===== src/rtl/axi_interconnect_width_convert_rdata.sv =====
// Read-data return path of the AXI4 width converter: packs narrow master R beats
// into wide slave R beats under control of the split descriptors, regenerating RLAST.
module axi_interconnect_width_convert_rdata #(
    parameter int WIDTH_ID    = 4,
    parameter int WIDTH_SDATA = 128,
    parameter int WIDTH_MDATA = 32,
    parameter int WIDTH_RUSER = 1,
    parameter int W_ID        = (WIDTH_ID > 0) ? WIDTH_ID : 1,
    parameter int W_RUSER     = (WIDTH_RUSER > 0) ? WIDTH_RUSER : 1,
    parameter int CMD_DEPTH   = 4,
    parameter int U_DLY       = 1
) (
    input  logic                   clk_sys,
    input  logic                   rst_n,
    input  logic                   split_en,
    input  logic [7:0]             split_len,
    input  logic [7:0]             split_offset,
    input  logic [2:0]             split_size,
    input  logic                   split_tlast,
    output logic                   cmd_full,
    output logic                   err_ovf,
    output logic                   err_len,
    input  logic [W_ID-1:0]        m_rid,
    input  logic [WIDTH_MDATA-1:0] m_rdata,
    input  logic [1:0]             m_rresp,
    input  logic                   m_rlast,
    input  logic [W_RUSER-1:0]     m_ruser,
    input  logic                   m_rvalid,
    output logic                   m_rready,
    output logic [W_ID-1:0]        s_rid,
    output logic [WIDTH_SDATA-1:0] s_rdata,
    output logic [1:0]             s_rresp,
    output logic                   s_rlast,
    output logic [W_RUSER-1:0]     s_ruser,
    output logic                   s_rvalid,
    input  logic                   s_rready
);

    localparam int MBYTES    = WIDTH_MDATA / 8;
    localparam int MAX_MSIZE = $clog2(MBYTES);
    localparam int LANES     = WIDTH_SDATA / WIDTH_MDATA;
    localparam int LANE_LOG  = $clog2(LANES);
    localparam int LANE_BITS = (LANE_LOG > 0) ? LANE_LOG : 1;
    localparam int PTR_W     = $clog2(CMD_DEPTH);
    localparam bit CFG_OK    = (U_DLY >= 0);

    logic [7:0]           len_mem   [CMD_DEPTH];
    logic [7:0]           offset_mem[CMD_DEPTH];
    logic [2:0]           size_mem  [CMD_DEPTH];
    logic                 tlast_mem [CMD_DEPTH];
    logic [PTR_W-1:0]     wr_ptr;
    logic [PTR_W-1:0]     rd_ptr;
    logic [PTR_W:0]       count;
    logic [PTR_W:0]       count_next;
    logic                 fifo_empty;
    logic                 push;
    logic                 pop;

    logic                 head_loaded;
    logic [7:0]           beat_cnt;
    logic [7:0]           addr;
    logic [7:0]           head_len;
    logic                 head_tlast;
    logic [2:0]           eff_size;
    logic [LANE_BITS-1:0] lane;
    logic [LANE_BITS-1:0] size_mask;
    logic                 last_beat;
    logic                 group_end;
    logic                 xfer;

    logic [WIDTH_SDATA-1:0] acc_data;
    logic [1:0]             acc_resp;
    logic [WIDTH_SDATA-1:0] merged_data;
    logic [1:0]             merged_resp;

    assign fifo_empty = (count == '0);
    assign head_len   = len_mem[rd_ptr];
    assign head_tlast = tlast_mem[rd_ptr];
    assign last_beat  = (beat_cnt == head_len);

    // Oversized split_size requests are clamped to the number of lane-select bits.
    always_comb begin
        eff_size = size_mem[rd_ptr];
        if (size_mem[rd_ptr] > 3'(LANE_LOG)) begin
            eff_size = 3'(LANE_LOG);
        end
    end

    always_comb begin
        lane      = (LANES > 1) ? addr[MAX_MSIZE +: LANE_BITS] : '0;
        size_mask = ~({LANE_BITS{1'b1}} << eff_size);
        group_end = (((lane + LANE_BITS'(1)) & size_mask) == '0) | last_beat;
    end

    assign m_rready = CFG_OK & head_loaded & (~s_rvalid | s_rready);
    assign xfer     = m_rvalid & m_rready;
    assign pop      = xfer & last_beat;
    assign push     = split_en & (~cmd_full | pop);

    always_comb begin
        count_next = count;
        if (push & ~pop) begin
            count_next = count + (PTR_W+1)'(1);
        end else if (~push & pop) begin
            count_next = count - (PTR_W+1)'(1);
        end
    end

    always_ff @(posedge clk_sys) begin
        if (push) begin
            len_mem[wr_ptr]    <= split_len;
            offset_mem[wr_ptr] <= split_offset;
            size_mem[wr_ptr]   <= split_size;
            tlast_mem[wr_ptr]  <= split_tlast;
        end
    end

    always_ff @(posedge clk_sys or negedge rst_n) begin
        if (!rst_n) begin
            wr_ptr   <= '0;
            rd_ptr   <= '0;
            count    <= '0;
            cmd_full <= 1'b0;
            err_ovf  <= 1'b0;
        end else begin
            if (push) begin
                wr_ptr <= wr_ptr + PTR_W'(1);
            end
            if (pop) begin
                rd_ptr <= rd_ptr + PTR_W'(1);
            end
            count    <= count_next;
            cmd_full <= (count_next == (PTR_W+1)'(CMD_DEPTH));
            if (split_en & cmd_full & ~pop) begin
                err_ovf <= 1'b1;
            end
        end
    end

    // The head descriptor stays in the FIFO while its beats are counted; a fresh
    // head is picked up on the edge after the previous one is popped.
    always_ff @(posedge clk_sys or negedge rst_n) begin
        if (!rst_n) begin
            head_loaded <= 1'b0;
            beat_cnt    <= '0;
            addr        <= '0;
            err_len     <= 1'b0;
        end else begin
            if (!head_loaded) begin
                if (!fifo_empty) begin
                    head_loaded <= 1'b1;
                    beat_cnt    <= '0;
                    addr        <= offset_mem[rd_ptr];
                end
            end else if (xfer) begin
                beat_cnt <= beat_cnt + 8'd1;
                addr     <= addr + 8'(MBYTES);
                if (last_beat) begin
                    head_loaded <= 1'b0;
                end
            end
            if (xfer && (m_rlast != last_beat)) begin
                err_len <= 1'b1;
            end
        end
    end

    always_comb begin
        merged_data = acc_data;
        merged_data[lane*WIDTH_MDATA +: WIDTH_MDATA] = m_rdata;
        merged_resp = (m_rresp > acc_resp) ? m_rresp : acc_resp;
    end

    // A completing group may refill the output register in the same cycle it is drained.
    always_ff @(posedge clk_sys or negedge rst_n) begin
        if (!rst_n) begin
            acc_data <= '0;
            acc_resp <= '0;
            s_rdata  <= '0;
            s_rresp  <= '0;
            s_rid    <= '0;
            s_ruser  <= '0;
            s_rlast  <= 1'b0;
            s_rvalid <= 1'b0;
        end else begin
            if (xfer & group_end) begin
                s_rdata  <= merged_data;
                s_rresp  <= merged_resp;
                s_rid    <= m_rid;
                s_ruser  <= m_ruser;
                s_rlast  <= last_beat & head_tlast;
                s_rvalid <= 1'b1;
                acc_data <= '0;
                acc_resp <= '0;
            end else begin
                if (s_rready) begin
                    s_rvalid <= 1'b0;
                end
                if (xfer) begin
                    acc_data <= merged_data;
                    acc_resp <= merged_resp;
                end
            end
        end
    end

endmodule


===== config.mk =====
export PLATFORM = sky130hd
export DESIGN_NAME = axi_interconnect_width_convert_rdata
export DESIGN_NICKNAME = d
export VERILOG_FILES = /design/src/rtl/axi_interconnect_width_convert_rdata.sv
export SDC_FILE = /design/constraint.sdc
export NUM_CORES = 1
export LEC_CHECK = 0
export ABC_AREA = 1
export CAP_MARGIN = 10
export CORE_MARGIN = 2
export CORE_UTILIZATION = 40
export DETAILED_ROUTE_END_ITERATION = 8
export PLACE_DENSITY = 0.65
export SKIP_CTS_REPAIR_TIMING = 1
export SYNTH_ARGS = -nofsm -noshare
export SYNTH_HDL_FRONTEND = slang
export SYNTH_SLANG_ARGS = --single-unit

===== constraint.sdc =====
create_clock -name clk_sys -period 2.3 [get_ports clk_sys]
set_clock_uncertainty 0.05 [all_clocks]
set_input_delay 0.46 -clock clk_sys [delete_from_list [all_inputs] [get_ports clk_sys]]
set_output_delay 0.46 -clock clk_sys [all_outputs]
set_load 0.005 [all_outputs]

==> results.yml <==
setup_path:
  arrival_ns: 2.69
  reg2reg_to: "s_rdata[22]"
  cp_cell_sequence: "buf_6 > clkbuf_16 > nand2_2 > nand3_2 > nand2_1 > nand2_1 > nand2_1 > nand2_2 > nor2_4 > nand3_4 > buf_6 > nand2_8 > inv_4 > buf_12 > nand2_1 > nand2_1"
  worstPathRequired_ns: 2.69
  r2r_cells: 16
  crit_path_max_fanout: 46
  end_kind: "flop"
  r2r_start: "rd_ptr[0]"
  crit_slowest_cell: "dfrtp_2"
  reg2reg_slack_ns: 0.001
  slowest_delay_ns: 0.43
  cp-startpoint: "rd_ptr[0]"
  path_class: "flop to flop"
  crit_path_frequent_cell: "nand2_1"
  worst_setup_path_endpoint: "s_rdata[22]"
  critPathLaunchType: "flop"
sta:
  slew_viol_final: 0
  rsz0062_at_grt: "yes"
  min_period_over_period: 0.999
  setup_viol: 0
  hold_violations: 0
  max_slew_margin: 0.645
  post-route-min-period_ns: 2.30
  tightest_slew_ns: 0.531
  fmax_mhz: 435
  whs_ns: 0.282
die:
  ios: 206
  num_rows: 72
  die_w_um: 201
  die_area_sq_um: 40300
  start_util: 0.403
  die_h_um: 201
  core_sq_um: 38500
cts:
  cts_sinks: 344
  clock_latency_ns: 0.57
  htreeDepth: 2
  cts_buffer_depth: 3
  cts_buffers: 38
  clk_pin_slew_ns: 0.06
  cts_tree: "done"
  root_buffer: "clkbuf_16"
finish:
  fillers: 3517
  synthToLayoutAreaGrowth_pct: 30.0
  drive_gt1_frac: 0.104
  antennaDiodeCount: 0
  fin_nets: 2130
  final_area_sq_um: 20100
power_and_ir_drop:
  peakVddDrop_v: 0.000706
  leakagePower_nw: 9.09
  power.density_nw_per_um2: 1320
logic_synthesis:
  synthTopCellsByArea: "dfrtp_1 47%, nand2_1 19%, edfxtp_1 11%, o22ai_1 5.4%, inv_1 4.8%"
  synth.largest_area_cell: "dfrtp_1"
  synthDistinctLibCells: 30
  synthCells: 1831
  synth.avg_cell_area_sq_um: 8.46
  synth-seq-cells: 344
  synth-edff-count: 56
  synth_top_area_share: 0.465
  synth_most_common_cell: "nand2_1"
  netlist_area_sq_um: 15500
  async_flop_share: 0.837
  yosysSeqAreaShare: 0.574
  synth_nets: 1912
  ys_warn_count: 0
  netlist_top_cells_count: "789 x nand2_1, 288 x dfrtp_1, 198 x inv_1, 139 x a21oi_1, 134 x o22ai_1"
  synthFlopType: "dfrtp_1"
global_route:
  grt_pass1_wl_um: 70000
  grt_usage: 0.219
  grt_pass1_vias: 12558
  grt_antenna_before_repair: 0
  grt_max_degree: 76
  grt_overflow: 0
flow_run:
  drv_cap: 0
worst_hold_path:
  min_path_type: "input pin to flop"
placed_design:
  port_buffers: 199
  dp_hpwl_um: 30100
  gp_congestion: 0.838
  dpl_cell_area_sq_um: 18400
detailed_routing:
  routed_wirelength_um: 44900
  detail_route.wl_per_cell_um: 17.3
  drcViolationCount: 0
  first_iter_violations: 878
  postRouteAntennaNets: 0
  dr_total_vias: 13115
  vias_per_cell: 5.05
  first_pass_iters: 5
status:
  outcome: "finished, final reports clean"
-- worst min path at each step --
stage          startpoint          end  slack, ns  cells past startpoint
3_3_place_gp        rst_n  s_rdata[91]       0.31                      1
5_1_grt          s_rready     s_rvalid       0.30                      5
2_1_floorplan       rst_n  acc_data[0]       0.11                      0
4_1_cts             rst_n  s_rdata[92]      -0.29                      1
3_5_place_dp        rst_n  s_rdata[92]       0.31                      1
6_report         s_rready     s_rvalid       0.28                      5
-- cell usage in the layout, fill, tap and decap left out, types with 4 or more instances in the layout --
| master | netlist | routed |
|---|---|---|
| clkdlybuf4s50_1 | 0 | 197 |
| buf_8 | 0 | 4 |
| ha_1 | 16 | 16 |
| clkinv_2 | 0 | 4 |
| inv_1 | 198 | 194 |
| buf_12 | 0 | 24 |
| o21ai_0 | 15 | 15 |
| nand2_1 | 789 | 764 |
| clkbuf_16 | 0 | 41 |
| o22ai_1 | 134 | 134 |
| a21oi_1 | 139 | 138 |
| nor3_1 | 6 | 5 |
| clkbuf_1 | 57 | 10 |
| nor2_1 | 22 | 16 |
| nand2_2 | 2 | 22 |
| dfrtp_1 | 288 | 286 |
| nand4_1 | 6 | 6 |
| nand3_1 | 32 | 13 |
| nand3_2 | 0 | 18 |
| clkbuf_8 | 0 | 9 |
| buf_4 | 18 | 49 |
| edfxtp_1 | 56 | 56 |
| nor2_4 | 2 | 7 |
| inv_2 | 3 | 5 |
| buf_6 | 16 | 7 |
-- through the flow --
| stage | utilization | total power (W) | setup TNS (ns) | setup slack (ns) | instances |
|---|---|---|---|---|---|
| after floorplan | - | 0.0149 | -5.99 | -0.107 | 1831 |
| after global placement | 0.479 | 0.0198 | -6.45 | -0.102 | 2514 |
| after detailed placement | 0.479 | 0.0200 | -21.66 | -0.155 | 2514 |
| after CTS | 0.511 | 0.0262 | -3.15 | -0.138 | 2584 |
| after global routing | 0.524 | 0.0283 | -10.94 | -0.136 | 2597 |
| final | 0.524 | 0.0266 | 0 | 0.00121 | 2597 |
-- report_power, final --
part	leakage [nW]	internal, W	switching (W)
Clock	0.608	0.00358	0.00252
Sequential	4.44	0.00815	0.00116
Combinational	4.04	0.00488	0.00632
Total	9.09	0.0166	0.0100
-- layer usage --
metal	global-route usage	vias up	part of all wire
met5	0	-	0
met4	0.0672	0	0.026
met3	0.0539	67	0.076
met2	0.341	478	0.45
met1	0.304	6314	0.44
li1	-	6256	-
-- layout make-up --
type | count | area [sq um] | area share
Clock buffer | 57 | 1110 | 0.0552
Clock inverter | 13 | 136 | 0.00677
Inverter | 202 | 776 | 0.0385
Multi-Input combinational cell | 1176 | 5500 | 0.273
Sequential cell | 344 | 8890 | 0.441
Tap cell | 518 | 648 | 0.0322
Timing Repair Buffer | 287 | 3080 | 0.153
-- flip-flops by register name (all words and copies together), names as in the netlist, 2 cells and up --
register    flops
len_mem        32
s_rresp         2
acc_resp        2
wr_ptr          2
tlast_mem       4
count           3
s_rdata       128
s_rid           4
offset_mem      8
addr            2
acc_data      128
rd_ptr          2
size_mem       12
beat_cnt        8
-- worst max-delay path, delay by kind of cell (launching register included) --
kind / cells / cell delay [ns]
AND/OR/NAND/NOR: 11 / 0.95
buffers and inverters: 5 / 0.70
flip-flops: 1 / 0.43
-- logic make-up after synthesis --
kind of cell / count (synthesis) / share of synthesized area
simple gates: 861 / 0.215
flops: 344 / 0.574
buf+inv: 311 / 0.0890
compound gates: 296 / 0.108
fa+ha+maj: 16 / 0.0129
xor+xnor: 3 / 0.00170
No activity file was read; power rests on OpenSTA's default activity.
